**src/rtl/rxm_capture_pkg.sv**
```systemverilog
// Shared types and constants for the RXM capture controller.
// States, bus widths and the FIFO pointer-width helper.
package rxm_capture_pkg;

  localparam int SAMP_W = 32;
  localparam int ST_W   = 64;

  typedef enum logic [2:0] {
    ST_IDLE,
    ST_ARMED,
    ST_CAPTURE,
    ST_DRAIN,
    ST_DONE
  } state_e;

  // One extra bit distinguishes full from empty.
  function automatic int fifo_ptr_w(input int depth);
    return $clog2(depth) + 1;
  endfunction

endpackage

```
**src/rtl/rxm_capture_ctrl_fifo.sv**
```systemverilog
// Single-clock show-ahead FIFO with flush; head word is read from
// the register array. Instantiated as rxm_sc_fifo.
module rxm_sc_fifo
  import rxm_capture_pkg::*;
#(
  parameter int DW    = 64,
  parameter int DEPTH = 16
) (
  input  logic          clk,
  input  logic          reset,
  input  logic          flush_i,
  input  logic          wr_en_i,
  input  logic [DW-1:0] wr_data_i,
  input  logic          rd_en_i,
  output logic [DW-1:0] rd_data_o,
  output logic          full_o,
  output logic          empty_o
);

  localparam int AW = $clog2(DEPTH);
  localparam int PW = fifo_ptr_w(DEPTH);

  logic [PW-1:0] wr_ptr_q, wr_ptr_d;
  logic [PW-1:0] rd_ptr_q, rd_ptr_d;
  logic [DW-1:0] mem_q [DEPTH];
  logic          do_wr, do_rd;

  assign empty_o = (wr_ptr_q == rd_ptr_q);
  assign full_o  = (wr_ptr_q[AW-1:0] == rd_ptr_q[AW-1:0]) &&
                   (wr_ptr_q[AW] != rd_ptr_q[AW]);

  // A pop frees the slot a same-cycle write at full lands in.
  assign do_rd = rd_en_i && !empty_o;
  assign do_wr = wr_en_i && (!full_o || do_rd);

  assign rd_data_o = mem_q[rd_ptr_q[AW-1:0]];

  always_comb begin
    wr_ptr_d = wr_ptr_q;
    rd_ptr_d = rd_ptr_q;
    if (flush_i) begin
      wr_ptr_d = '0;
      rd_ptr_d = '0;
    end else begin
      if (do_wr) wr_ptr_d = wr_ptr_q + PW'(1);
      if (do_rd) rd_ptr_d = rd_ptr_q + PW'(1);
    end
  end

  always_ff @(posedge clk or posedge reset) begin
    if (reset) begin
      wr_ptr_q <= '0;
      rd_ptr_q <= '0;
    end else begin
      wr_ptr_q <= wr_ptr_d;
      rd_ptr_q <= rd_ptr_d;
    end
  end

  always_ff @(posedge clk or posedge reset) begin
    if (reset) begin
      for (int i = 0; i < DEPTH; i++) mem_q[i] <= '0;
    end else if (do_wr && !flush_i) begin
      mem_q[wr_ptr_q[AW-1:0]] <= wr_data_i;
    end
  end

endmodule

```
**src/rtl/rxm_capture_ctrl.sv**
```systemverilog
// RXM sample capture sequencer: packs sample pairs into 64-bit words
// for the mSGDMA stream sink. Define RXM_TRIGGER_EN for trigger arming.
module rxm_capture_ctrl
  import rxm_capture_pkg::*;
#(
  parameter int CNT_W      = 24,
  parameter int FIFO_DEPTH = 16
) (
  input  logic              clk,
  input  logic              reset,
  input  logic              cfg_start,
  input  logic              cfg_abort,
  input  logic [CNT_W-1:0]  cfg_word_count,
  input  logic [SAMP_W-1:0] samp_data,
  input  logic              samp_valid,
  input  logic              trig_in,
  output logic [ST_W-1:0]   st_data,
  output logic              st_valid,
  input  logic              st_ready,
  output logic              busy,
  output logic              done,
  output logic              overflow,
  output logic [CNT_W-1:0]  words_sent
);

  state_e            state_q, state_d;
  logic [CNT_W-1:0]  cnt_q, cnt_d;
  logic [CNT_W-1:0]  pack_q, pack_d;
  logic [CNT_W-1:0]  sent_q, sent_d;
  logic              phase_q, phase_d;
  logic [SAMP_W-1:0] lo_q, lo_d;
  logic [ST_W-1:0]   word_q, word_d;
  logic              wr_q, wr_d;
  logic              ovf_q, ovf_d;

  logic fifo_full, fifo_empty;
  logic pop, abort_act, start_ok;
  logic accept, last, trig_edge;

`ifdef RXM_TRIGGER_EN
  localparam state_e START_ST = ST_ARMED;
  logic trig_q;

  always_ff @(posedge clk or posedge reset) begin
    if (reset) trig_q <= 1'b0;
    else       trig_q <= trig_in;
  end

  assign trig_edge = trig_in && !trig_q;
`else
  localparam state_e START_ST = ST_CAPTURE;
  logic unused_trig;

  assign unused_trig = trig_in;
  assign trig_edge   = 1'b0;
`endif

  assign st_valid = !fifo_empty;
  assign pop      = st_valid && st_ready;

  assign abort_act = cfg_abort &&
    (state_q inside {ST_ARMED, ST_CAPTURE, ST_DRAIN});

  assign start_ok = (state_q == ST_IDLE) && cfg_start &&
                    !cfg_abort && (cfg_word_count != '0);

  assign accept = (state_q == ST_CAPTURE) && samp_valid && !cfg_abort;
  assign last   = accept && phase_q &&
                  ((pack_q + CNT_W'(1)) == cnt_q);

  always_comb begin
    state_d = state_q;
    cnt_d   = cnt_q;
    pack_d  = pack_q;
    sent_d  = sent_q;
    phase_d = phase_q;
    lo_d    = lo_q;
    word_d  = word_q;
    wr_d    = 1'b0;
    ovf_d   = ovf_q;

    if (pop && (sent_q != '1)) sent_d = sent_q + CNT_W'(1);
    // Word arriving with the FIFO full and nothing leaving is lost.
    if (wr_q && fifo_full && !pop && !abort_act) ovf_d = 1'b1;

    unique case (state_q)
      ST_IDLE: begin
        if (start_ok) begin
          state_d = START_ST;
          cnt_d   = cfg_word_count;
          pack_d  = '0;
          phase_d = 1'b0;
          sent_d  = '0;
          ovf_d   = 1'b0;
        end
      end
      ST_ARMED: begin
        if (abort_act)      state_d = ST_IDLE;
        else if (trig_edge) state_d = ST_CAPTURE;
      end
      ST_CAPTURE: begin
        if (abort_act) begin
          state_d = ST_IDLE;
        end else if (accept) begin
          if (!phase_q) begin
            lo_d    = samp_data;
            phase_d = 1'b1;
          end else begin
            phase_d = 1'b0;
            word_d  = {samp_data, lo_q};
            wr_d    = 1'b1;
            pack_d  = pack_q + CNT_W'(1);
            if (last) state_d = ST_DRAIN;
          end
        end
      end
      ST_DRAIN: begin
        if (abort_act)                 state_d = ST_IDLE;
        else if (fifo_empty && !wr_q) state_d = ST_DONE;
      end
      ST_DONE: state_d = ST_IDLE;
      default: state_d = ST_IDLE;
    endcase
  end

  always_ff @(posedge clk or posedge reset) begin
    if (reset) begin
      state_q <= ST_IDLE;
      cnt_q   <= '0;
      pack_q  <= '0;
      sent_q  <= '0;
      phase_q <= 1'b0;
      lo_q    <= '0;
      word_q  <= '0;
      wr_q    <= 1'b0;
      ovf_q   <= 1'b0;
    end else begin
      state_q <= state_d;
      cnt_q   <= cnt_d;
      pack_q  <= pack_d;
      sent_q  <= sent_d;
      phase_q <= phase_d;
      lo_q    <= lo_d;
      word_q  <= word_d;
      wr_q    <= wr_d;
      ovf_q   <= ovf_d;
    end
  end

  rxm_sc_fifo #(
    .DW    (ST_W),
    .DEPTH (FIFO_DEPTH)
  ) u_fifo (
    .clk       (clk),
    .reset     (reset),
    .flush_i   (abort_act),
    .wr_en_i   (wr_q),
    .wr_data_i (word_q),
    .rd_en_i   (st_ready),
    .rd_data_o (st_data),
    .full_o    (fifo_full),
    .empty_o   (fifo_empty)
  );

  assign busy       = (state_q != ST_IDLE);
  assign done       = (state_q == ST_DONE);
  assign overflow   = ovf_q;
  assign words_sent = sent_q;

endmodule

```
**config.mk**
```make
export PLATFORM = sky130hd
export DESIGN_NAME = rxm_capture_ctrl
export DESIGN_NICKNAME = d
export VERILOG_FILES = /design/src/rtl/rxm_capture_pkg.sv /design/src/rtl/rxm_capture_ctrl_fifo.sv /design/src/rtl/rxm_capture_ctrl.sv
export SDC_FILE = /design/constraint.sdc
export NUM_CORES = 2
export LEC_CHECK = 0
export ABC_CLOCK_PERIOD_IN_PS = 77400
export CORE_AREA = 10 10 417 257
export DETAILED_ROUTE_END_ITERATION = 8
export DIE_AREA = 0 0 427 267
export PLACE_DENSITY = 0.78
export SETUP_SLACK_MARGIN = 0.05
export SYNTH_ARGS = -nofsm -noshare
export SYNTH_HDL_FRONTEND = slang
export SYNTH_SLANG_ARGS = --single-unit
```
**constraint.sdc**
```tcl
create_clock -name clk -period 77.4 [get_ports clk]
set_input_delay 15.48 -clock clk [delete_from_list [all_inputs] [get_ports clk]]
set_output_delay 15.48 -clock clk [all_outputs]
set_load 0.005 [all_outputs]
```
* After elaboration in Yosys (flattened, before gate mapping)
Index checks and enable logic that the tools add are counted.
** Word-level totals
- Bits in registers :: 1208
- Bits in latches :: 0
- Bits in writable memories :: 0
- Memory bits (read-only) :: 0
- Bits of input ports :: 63
- Output and inout bits :: 92
- Logic and storage cells :: 133
- Memories :: 0
** Operators by class
- Add/subtract/negate cells :: 4
- Multipliers :: 0
- Div/mod/pow operators :: 0
- Magnitude comparators :: 3
- Equal/unequal tests :: 18
- Shift-type cells :: 0
- Muxes and demuxes :: 39
- Bitwise operators :: 4
- Reductions and logical operators :: 38
** Operator list (number)
- $bwmux W1024 :: 1
- $bmux W64 S4 :: 1
- $demux W64 S4 :: 1
- $mux W64 :: 3
- $mux W24 :: 7
- $add A24 B1 Y24 const B :: 2
- $pmux W24 S2 :: 1
- $eq A24 B24 Y1 :: 1
- $mux W3 :: 8
- $ne A24 B24 Y1 const B :: 1
- $reduce_bool A24 Y1 :: 1
- $mux W5 :: 4
- $logic_and A1 B1 Y1 :: 18
- $pmux W3 S4 :: 1
- $reduce_and A4 Y1 :: 3
- $mux W1 :: 11
- $add A5 B1 Y5 const B :: 2
- $ge A5 B5 Y1 const B :: 2
- $not A4 Y5 :: 2
- $ne A3 B2 Y1 const B :: 3
- $ne A2 B2 Y1 const B :: 4
- $eq A3 B2 Y1 const B :: 2
- $logic_not A1 Y1 :: 6
- $reduce_and A6 Y1 :: 1
- other kinds (16) :: 20

* Logic depth before layout (Yosys ltp)
- Word-level depth :: 10
- Gate-level depth with buffers :: 10
- Gate-level depth less buffers :: 8

* By module
A second synthesis with hierarchy kept.
** Second synthesis, totals
- Cells, all modules :: 3724
- Area, all modules :: 57795.4 µm²
** By module, submodules not included
- rxm_sc_fifo :: times used 1, cells an instance 2920, area an instance 49817.8 µm², sequential area each 25874.8 µm²
- rxm_capture_ctrl :: times used 1, cells an instance 804, area an instance 7977.7 µm², sequential area each 4354.2 µm²

* Worst setup path before layout
Ideal clock, no wire load.
- Path kind :: register to output
- Start :: reg u_fifo.rd_ptr_q[0]
- End :: out st_data[45]
- Data arrival time :: 2413 ps
- Required time :: 61920 ps
- Slack :: 59507 ps
- Stages on the path, launching flop included :: 6
- Buffers on the path :: 3
- Cells stage by stage :: dfrtp_1 > clkbuf_1 > buf_1 > buf_2 > mux4_2 > mux4_2
** On the way
- Longest elaborated chain between the ends :: 4
** RTL lines
- from (decl) :: line rxm_capture_ctrl_fifo.sv:24 : logic [PW-1:0] rd_ptr_q, rd_ptr_d;
- from (signal assigned) :: line rxm_capture_ctrl_fifo.sv:56 : rd_ptr_q <= rd_ptr_d;
- $not A4 Y5 (implied by the code) :: line rxm_capture_ctrl_fifo.sv:36 : assign rd_data_o = mem_q[rd_ptr_q[AW-1:0]];
- $bmux W64 S4 :: line rxm_capture_ctrl_fifo.sv:36
- $mux W64 (implied by the code) (2 in a row) :: line rxm_capture_ctrl_fifo.sv:36
- to (decl) :: line rxm_capture_ctrl.sv:17 : output logic [ST_W-1:0] st_data,
Every way passes these cells. The select of a mux whose other input is x is not followed.

* Final worst setup path
- Start :: reg u_fifo.rd_ptr_q[1]
- End :: out st_data[37]
Same word-level chain as after synthesis.

==> flow_results.org <==
** CTS
- Clock-pin slew was measured on the worst setup and hold paths at 70 ps.
- The H-tree generated during clock tree synthesis spans 3 levels.
- The tree built by TritonCTS fans out to 1208 sinks.
- Number of buffers added by the clock tree synthesis step :: 107
- Post-CTS sizing :: 0
- TritonCTS built the clock tree.
- The clock reaches the later pin of the worst-skew pair after 720 ps.
- Hold repair after CTS inserted 0 buffers.
- The root buffer cell chosen for the clock tree is sky130_fd_sc_hd__clkbuf_16.
- Post-CTS Setup Inserts :: 0
- The clock passes through at most 3 buffers.

** Global routing
- Global-route wire length before repair :: 207000 um
- Total Routing Usage GR :: 23.5%
- Overflow after GRT :: 0
- Entering global routing, the biggest net connects 180 pins.
- The number of global-route vias before repair came to 32200.
- Number of antenna violations at the first check in global routing :: 8

** Route
- # DRC :: 0
- Routed via count :: 30800
- The detail route stage leaves a number of antenna-violating nets equal to 0.
- Initial DRC Count :: 2624
- Summed over all layers, the routed wires come to 133000 um.
- In the final routed layout, each cell accounts on average for 26.8 um.
- Iteration count of the initial detailed-routing pass :: 7
- Ratio of routed vias to standard cells :: 6.22

** Timing
- Timing would allow up to 47.6 MHz.
- The total count of max-transition violations in the final report came to 0.
- Setup repair after global routing left no endpoint under its margin.
- Accumulated negative setup slack :: 0 ps
- Shortest clock period the worst path allows after layout :: 21030 ps
- In this run the tightest slew margin relative to its limit is 28.5%.
- Count of endpoints failing hold in the final timing report :: 0
- Final critical-path share of the clock period :: 27.2%
- Worst-margin pin slew :: 1070 ps
- Number of endpoints failing setup at the final stage :: 0
- Across the routed clock network, the largest skew measured is 25.1 ps.

** Yosys
- After synthesis, the share of flip-flops with an asynchronous set or reset is 100%.
- Most used standard cell by instance count after synthesis :: sky130_fd_sc_hd__dfrtp_1
- Yosys reg bits :: 1208
- Syn Inst Count :: 3490
- By area the synthesized netlist is led by sky130_fd_sc_hd__dfrtp_1 56%, sky130_fd_sc_hd__mux2_2 22%, sky130_fd_sc_hd__mux4_2 13%.
- Dominant synthesized flop cell :: sky130_fd_sc_hd__dfrtp_1
- After synthesis the cells add up to 54300 um^2.
- Number of distinct library cells after synthesis :: 65
- Total nets after synthesis :: 3560
- Count of flip-flops with a built-in enable after synthesis :: 0
- Sorting the synthesized cells by how often they occur yields 1208 x sky130_fd_sc_hd__dfrtp_1, 1059 x sky130_fd_sc_hd__mux2_2, 320 x sky130_fd_sc_hd__mux4_2.
- Area share of the largest cell type after synthesis :: 55.6%
- Cell taking the most area after synthesis :: sky130_fd_sc_hd__dfrtp_1
- Fraction of the yosys area taken by sequential cells :: 55.6%
- Each instance of the synthesized netlist takes up on average 15.6 um^2.
- YS warnings :: 0

** Power and ir drop
- Cell internal power was estimated by the tool at 0.00116 W.
- Power share of the combinational group :: 17.8%
- The design draws 0.00165 W.
- Clock network power share :: 33.9%
- Net switching is 29.8% of the power.
- The worst-case IR drop observed on VDD is 0.0000275 V.
- Summed over all cells, the static leakage comes to 28.1 nW.
- Sequential cells account for 48.3% of the total power.
- Power per cell area :: 27.3 nW/um^2
- In this run the power spent charging and discharging nets is 0.000491 W.

** Setup path
- The endpoint identified for the worst register-to-register timing path is u_fifo.mem_q[1000]$_DFFE_PP0P_.
- CP max FO :: 60
- The startpoint identified for the worst register-to-register timing path is u_fifo.rd_ptr_q[1]$_DFFE_PP0P_.
- For the worst setup path, the data arrival time is 5550 ps.
- The worst setup path is of the reg2out kind.
- STA classifies the critical path startpoint as a flop.
- The worst register-to-register path has a setup slack of 70770 ps.
- Cell at the slowest stage of the critical path :: sky130_fd_sc_hd__buf_4
- Crit-path most repeated cell :: sky130_fd_sc_hd__buf_4
- Critical path capture point type :: output port
- CP top delay family :: buffers and inverters
- CP cell instances :: buf_4, buf_4, buf_4, mux4_2, mux4_2, clkdlybuf4s50_1
- The largest single stage delay on the critical path is 880 ps.
- Number of buffers and inverters on the critical path :: 4
- Worst-case reg-to-reg path depth :: 11
- Launching element of the worst setup path :: u_fifo.rd_ptr_q[1]$_DFFE_PP0P_
- Endpoint required time on the critical path :: 61920 ps

** Finish
- Post-Layout Cell Count :: 4958
- Cells fill 60.7% of the core in the end.
- The area growth from synthesis to layout is 11.2%.
- Fraction of final layout cells with drive strength greater than 1 :: 45.8%
- The final layout contains 3602 nets.

** Floorplanning
- For this design the top-level I/O count stands at 155.
- Once the floorplan was initialized, standard cells occupied 54.6% of the core.
- In this run the vertical extent of the chip is 267 um.
- The region available for standard cell placement spans 99500 um^2.
- The die covers 114000 um^2.
- Measured along the x axis, the die boundary spans 427 um.
- After floorplanning, the core was divided into 90 placement rows.

** Worst hold path
- Capture endpoint of the worst hold path :: word_q[13]$_DFFE_PP0P_
- Along the worst hold path, the cell count comes to 2.
- Worst min-delay path category :: reg2reg
- The worst hold path begins at lo_q[13]$_DFFE_PP0P_.

** Placed design
- The HPWL after detailed placement is 76500 um.
- The congestion estimate from routability-driven global placement came to 0.859.
- After detailed placement, the design holds a cell count of 4757.
- Port Buffer Count :: 153

** Job
- The tool flagged a number of max-cap violations equal to 0.

** Run status
- Outcome :: completed
[layout make-up]
cell class / count / area [um^2]
inverter: 12 / 52.6
fill: 7301 / 39100
sequential: 1208 / 30200
antenna: 5 / 12.5
clock buffer: 157 / 3210
clock inverter: 39 / 458
timing repair buffer: 216 / 2030
multi-input combinational: 1987 / 22800
tap: 1334 / 1670
[cell usage in the layout, fill, tap and decap left out, drive strengths merged, types with 3 or more instances in the layout]
master,count
a21oi,11
a31oi,6
and2,3
and3,10
and4,11
buf,63
bufinv,8
clkbuf,157
clkdlybuf4s50,153
clkinv,20
clkinvlp,6
dfrtp,1208
diode,5
ha,7
inv,17
mux2,1081
mux2i,4
mux4,320
nand2,230
nand2b,4
nand3,24
nand3b,3
nand4,21
nor2,78
nor3,14
nor4,16
o21ai,38
o31ai,9
o41ai,6
or3,3
xnor2,32
xor2,33
[stage by stage]
| stage | hold WS (ps) | worst slack, ps | instance area, um^2 |
|---|---|---|---|
| global route | 496 | 56210 | 60400 |
| global placement | 441 | 56700 | 56800 |
| floorplan | 433 | 27890 | 54300 |
| detailed placement | 450 | 56670 | 56800 |
| CTS | 467 | 56330 | 60400 |
| finish | 466 | 56370 | 60400 |
[tightest hold or removal path, delay by kind of cell (launching register included)]
family / cells / cell delay (ps)
AND/OR/NAND/NOR: 2 / 100
flip-flops: 1 / 340
[power groups by stage]
stage | Sequential [W] | Clock, W | Combinational (W)
2_1_floorplan | 0.000736 | 0 | 0.000233
3_3_place_gp | 0.000800 | 0 | 0.000292
3_5_place_dp | 0.000802 | 0 | 0.000297
4_1_cts | 0.000792 | 0.000567 | 0.000299
5_1_grt | 0.000808 | 0.000592 | 0.000317
6_report | 0.000796 | 0.000558 | 0.000293
[flip-flops by register name (all words and copies together) (netlist names)]
name and count:
pack_q 24, word_q 64, u_fifo.rd_ptr_q 5, cnt_q 24, u_fifo.wr_ptr_q 5, u_fifo.mem_q 1024, words_sent 24, overflow 1
wr_q 1, lo_q 32, phase_q 1, state_q 3
[kinds of logic after synthesis]
group           Yosys count  share of synthesized area [%]
mux                    1405                           35.7
flops                  1208                           55.6
simple gates            422                           3.73
buf+inv                 295                           2.63
compound gates           88                           1.05
xor+xnor                 65                           1.06
fa+ha+maj                 7                          0.161
[how the worst max path moves through the flow]
stage	slack, ps	to	cells after the start
floorplan	27890	cnt_q[0]$_DFFE_PP0P_	1
global placement	56700	u_fifo.mem_q[118]$_DFFE_PP0P_	7
detailed placement	56670	u_fifo.mem_q[502]$_DFFE_PP0P_	7
CTS	56330	st_data[37]	6
global route	56210	st_data[34]	6
finish	56370	st_data[37]	6
[metal layers]
layer | vias up | part of all wire (%) | GRT usage [%]
met5 | - | 0.049 | 0
met4 | 6 | 3.2 | 8.04
met3 | 235 | 5.5 | 3.79
met2 | 843 | 46 | 35.3
met1 | 16800 | 45 | 34.9
li1 | 12900 | - | -
No activity file was read; power rests on OpenSTA's default activity.
